$ cat config.mk
export PLATFORM = sky130hd
export DESIGN_NAME = ty_axis_pack4
export DESIGN_NICKNAME = d
export VERILOG_FILES = /design/src/rtl/ty_axis_pack4.sv
export SDC_FILE = /design/constraint.sdc
export NUM_CORES = 1
export LEC_CHECK = 0
export BUFFER_PORTS_ARGS = -buffer_cell sky130_fd_sc_hd__buf_2
export CAP_MARGIN = 20
export CORE_UTILIZATION = 40
export CTS_CLUSTER_SIZE = 16
export DETAILED_ROUTE_END_ITERATION = 8
export GPL_TIMING_DRIVEN = 0
export HOLD_SLACK_MARGIN = 0.12
export PLACE_DENSITY = 0.72
export REMOVE_ABC_BUFFERS = 1
export SYNTH_ARGS = -nofsm -noshare
export SYNTH_HDL_FRONTEND = slang
export SYNTH_SLANG_ARGS = --single-unit
$ cat constraint.sdc
create_clock -name aclk -period 3.41 [get_ports aclk]
set_clock_uncertainty 0.05 [all_clocks]
set_input_delay 0.5115 -clock aclk [delete_from_list [all_inputs] [get_ports aclk]]
set_output_delay 0.5115 -clock aclk [all_outputs]
set_load 0.005 [all_outputs]
$ cat src/rtl/ty_axis_pack4.sv
`timescale 1ns/1ps
// ty_axis_pack4
// Packs a scalar W-bit AXI-stream into LANES-word vector beats. The word at
// in-beat index k lands in m_tdata[W*(LANES-k)-1 -: W], so the first word of
// a beat sits in the most significant lane. A beat closes after the fourth
// word or on s_tlast. Lanes after a short close are zero-filled, and the
// short frame is flagged in a sticky error bit.
//
// Ports:
//   aclk, areset_n          clock, asynchronous active-low reset
//   s_tvalid/s_tdata/s_tlast/s_tready   scalar input stream
//   m_tvalid/m_tdata/m_tlast/m_tready   packed output stream
//   err_short               sticky: a frame ended mid-beat
//   beat_count              output handshakes, wraps modulo 2^CNTW
module ty_axis_pack4 #(
    parameter int W     = 32,
    parameter int LANES = 4,
    parameter int CNTW  = 32
) (
    input  logic                 aclk,
    input  logic                 areset_n,
    input  logic                 s_tvalid,
    input  logic [W-1:0]         s_tdata,
    input  logic                 s_tlast,
    output logic                 s_tready,
    output logic                 m_tvalid,
    output logic [W*LANES-1:0]   m_tdata,
    output logic                 m_tlast,
    input  logic                 m_tready,
    output logic                 err_short,
    output logic [CNTW-1:0]      beat_count
);

    localparam logic [1:0] LAST_LANE = 2'(LANES - 1);

    logic [1:0]                cnt;
    logic [LANES-2:0][W-1:0]   lanes_q;
    logic [W*LANES-1:0]        obuf;
    logic                      ovld;
    logic                      olast;
    logic [W*LANES-1:0]        beat;
    logic                      accept;
    logic                      close;

    // Non-closing words always have room in the assembly register, so only a
    // closing word (lane 3 or tlast) can be held off by a full output buffer.
    assign s_tready = ((cnt != LAST_LANE) & ~s_tlast) | ~ovld | m_tready;
    assign accept   = s_tvalid & s_tready;
    assign close    = accept & ((cnt == LAST_LANE) | s_tlast);

    assign m_tvalid = ovld;
    assign m_tdata  = obuf;
    assign m_tlast  = olast;

    // Assembled beat: stored lanes, then the current word, then zero padding.
    always_comb begin
        beat = '0;
        case (cnt)
            2'd0:    beat = {s_tdata, {(3*W){1'b0}}};
            2'd1:    beat = {lanes_q[0], s_tdata, {(2*W){1'b0}}};
            2'd2:    beat = {lanes_q[0], lanes_q[1], s_tdata, {W{1'b0}}};
            default: beat = {lanes_q[0], lanes_q[1], lanes_q[2], s_tdata};
        endcase
    end

    always_ff @(posedge aclk or negedge areset_n) begin
        if (!areset_n) begin
            cnt        <= '0;
            lanes_q    <= '0;
            obuf       <= '0;
            ovld       <= 1'b0;
            olast      <= 1'b0;
            err_short  <= 1'b0;
            beat_count <= '0;
        end else begin
            if (close) begin
                obuf    <= beat;
                olast   <= s_tlast;
                ovld    <= 1'b1;
                cnt     <= '0;
                lanes_q <= '0;
                // A close below lane 3 can only come from tlast.
                if (cnt != LAST_LANE) begin
                    err_short <= 1'b1;
                end
            end else begin
                if (m_tready) begin
                    ovld <= 1'b0;
                end
                if (accept) begin
                    case (cnt)
                        2'd0:    lanes_q[0] <= s_tdata;
                        2'd1:    lanes_q[1] <= s_tdata;
                        2'd2:    lanes_q[2] <= s_tdata;
                        default: ;
                    endcase
                    cnt <= cnt + 2'd1;
                end
            end

            if (ovld & m_tready) begin
                beat_count <= beat_count + CNTW'(1);
            end
        end
    end

endmodule

==> flow_summary_export.csv <==
group,metric,value,unit
power,p_clk_frac,0.318,
layout,layoutNonFillerInstCount,1535,
die,initial_utilization,0.4109,
outcome,violations,"design-rule violations",
placement,port_buffers,200,
logic_synthesis,synth_cell_types,44,
sta,slew_violations,0,
cts,cts_resized,0,
cts,cts.path.max_buffers,3,
routing,ant_nets,0,
global_route,grt-ovfl-total,0,
placement,dp_slack,210.1,ps
logic_synthesis,synth-seq-cells,261,
sta,tns,0,ps
cts,cts_root_buffer,"clkbuf_16",
placement,gp_congestion,0.8482,
logic_synthesis,yosys.cell_count.top_type,"dfrtp_1",
power,internal-power,6481,µW
global_route,grt_max_degree,106,
die,rows,59,
cts,cts_sinks,261,
layout,multi_input_area,3815,µm²
power,total_power,9332,µW
cts,cts_tree,"built",
placement,dp.cells,1484,
setup_path,required,3820,ps
logic_synthesis,synth_cells,1007,
sta,whs,206.4,ps
logic_synthesis,yosys_warnings,0,
die,ios,201,
sta,hold_violations,0,
logic_synthesis,synthFlopType,"dfrtp_1",
routing,vias,8184,
power,irDropWorstVdd,0.3292,mV
layout,ff_latch_area,6531,µm²
global_route,grt_util_all_layers,0.2019,
sta,rsz0062_at_grt,"no",
routing,dr.pass1.iters,7,
layout,drive_gt1_frac,0.2300,
die,die_x,166.3,µm
cts,cts_buffers,28,
die,fp.dieH,166.3,µm
routing,route.detailed.drc,17,
sta,slew_headroom,0.3611,
global_route,first_global_vias,8318,
setup_path,end_kind,"flip-flop",
logic_synthesis,yosysTopAreaCellShare,0.6048,
power,p_sw_frac,0.3056,
logic_synthesis,synth_top_cell_by_area,"dfrtp_1",
global_route,grt_pass1_wl,45.14,mm
routing,via_per_inst,5.332,
sta,worst_pin_slew,953.8,ps
power,p_seq_frac,0.454,
logic_synthesis,synth_edf_count,0,
sta,finalCritPeriodShare,0.9383,
setup_path,crit_fanout,69,
routing,initialDrtViolationCount,616,
power,combPwrFrac,0.228,
global_route,antenna_found_initial,0,
die,die_area,27660,µm²
routing,drt_wl_total,27.35,mm
run,max_cap_violations,0,
outcome,status,"finished, violations left",
routing,routedWlPerCell,17.82,µm
layout,diodes,0,
layout,nFillCells,2389,
setup_path,start_kind,"flip-flop",
cts,clk_latency,540,ps
layout,area_growth,22.04,%
sta,setup_violations,0,
sta,min_period,3199,ps
setup_path,arrival,3610,ps
worst_hold_path,hold_path.class,"in -> reg",
power,switchingPower,2852,µW
power,power.density,708.1,nW/µm²
logic_synthesis,synthTopCellsByArea,"dfrtp_1 (60%), o21ai_0 (7.5%), nand2_1 (7.2%)",
logic_synthesis,ys_async_sr_fraction,1.000,
logic_synthesis,avgSynthCellArea,10.72,µm²
setup_path,path_class,"reg -> reg",
sta,fmax,312.6,MHz
die,core_area,26280,µm²
logic_synthesis,synthTopCellsByCount,"dfrtp_1 (261), nand2_1 (206), o21ai_0 (161)",
sta,worst_slack,210.6,ps
logic_synthesis,yosysSeqAreaShare,0.6048,
layout,layout.nets,1222,
placement,dp_hpwl,17.76,mm
logic_synthesis,post_synth_instance_area,10800,µm²
power,leakage,0.006503,µW
cts,cts.clk_slew.worst_paths,60,ps
cts,cts_max_level,1,
[power by group through the flow]
stage	clock, µW	sequential (µW)	combinational (µW)
global route	3180	4320	2390
floorplan	0	4250	1000
detailed placement	0	4280	2150
finish	2970	4230	2130
global placement	0	4260	1960
CTS	3050	4230	2160
[kinds of logic (layout without fill, tap and decap cells)]
logic type	Yosys count	count (layout)	share of synthesized area
AND/OR/NAND/NOR	273	273	0.1145
XOR/XNOR	31	31	0.02514
AO/OA/AOI/OAI	295	295	0.1738
multiplexers	33	33	0.03070
adder cells (fa/ha/maj)	5	5	0.005793
buffers and inverters	109	302	0.04530
flip-flops	261	261	0.6048
[path summary, 6_finish.rpt]
path,from,slack [ps],end,cells after the start
max,cnt[0]$_DFFE_PN0P_,210,lanes_q[51]$_DFFE_PN0P_,7
min,s_tdata[3],210,m_tdata[3]$_DFFE_PN0P_,2
max reg2reg,cnt[0]$_DFFE_PN0P_,210,lanes_q[51]$_DFFE_PN0P_,7
min reg2reg,m_tdata[37]$_DFFE_PN0P_,420,m_tdata[37]$_DFFE_PN0P_,2
max in group asynchronous,areset_n,1940,m_tdata[118]$_DFFE_PN0P_,3
min in group asynchronous,areset_n,480,m_tdata[12]$_DFFE_PN0P_,2
[routing by layer]
| layer | track usage | share of wire | up-vias |
|---|---|---|---|
| li1 | - | - | 3852 |
| met5 | 0 | 0 | - |
| met3 | 0.03861 | 0.060 | 36 |
| met1 | 0.2786 | 0.45 | 4065 |
| met2 | 0.3291 | 0.47 | 231 |
| met4 | 0.04831 | 0.016 | 0 |
[registers in the layout, summed over array words and instances (netlist names)]
signal,flops
beat_count,32
cnt,2
err_short,1
lanes_q,96
m_tdata,128
m_tlast,1
m_tvalid,1
[metrics by stage]
step,utilization,cell area (µm²)
2_1_floorplan,-,10450
3_3_place_gp,0.4516,11870
3_5_place_dp,0.4666,12260
4_1_cts,0.5015,13180
5_1_grt,0.5015,13180
6_report,0.5015,13180
[cell usage in the layout (no fill, tap or decap), types with 3 or more instances in the layout]
cell / synthesis / layout
buf_12: 0 / 5
xor2_1: 7 / 7
nand4_1: 13 / 13
nand3_1: 13 / 13
clkbuf_8: 0 / 7
buf_2: 27 / 199
o21ai_0: 161 / 161
buf_16: 0 / 9
clkbuf_16: 0 / 29
ha_1: 5 / 4
and2_1: 3 / 3
clkbuf_1: 36 / 9
and3_1: 8 / 7
a22o_1: 32 / 32
a22oi_1: 95 / 95
nand2_1: 206 / 206
inv_1: 37 / 37
nor2_1: 7 / 6
xnor2_1: 24 / 24
mux2i_1: 32 / 32
clkinv_2: 0 / 4
dfrtp_1: 261 / 261
[critical path, stage by stage (launching register included)]
cell and delay [ps]:
dfrtp_1 410, ha_2 540, nor2_4 150, nand3b_4 720, o21ai_4 590, buf_16 250, buf_16 180, mux2i_1 210
[cell type report]
type | count | area share
clock buffers | 45 | 0.06494
well taps | 335 | 0.03180
multi-input cells | 637 | 0.2895
clock inverters | 5 | 0.003798
flip-flops and latches | 261 | 0.4956
inverters | 37 | 0.01054
repair buffers | 215 | 0.1039
[what timing repair did]
item | 4_1_cts | 5_1_grt
endpoints found under the hold margin | 73 | 0
hold buffers | 1 | 0
setup buffers | 0 | 0
Note: power is estimated with default switching activity, not from simulation.
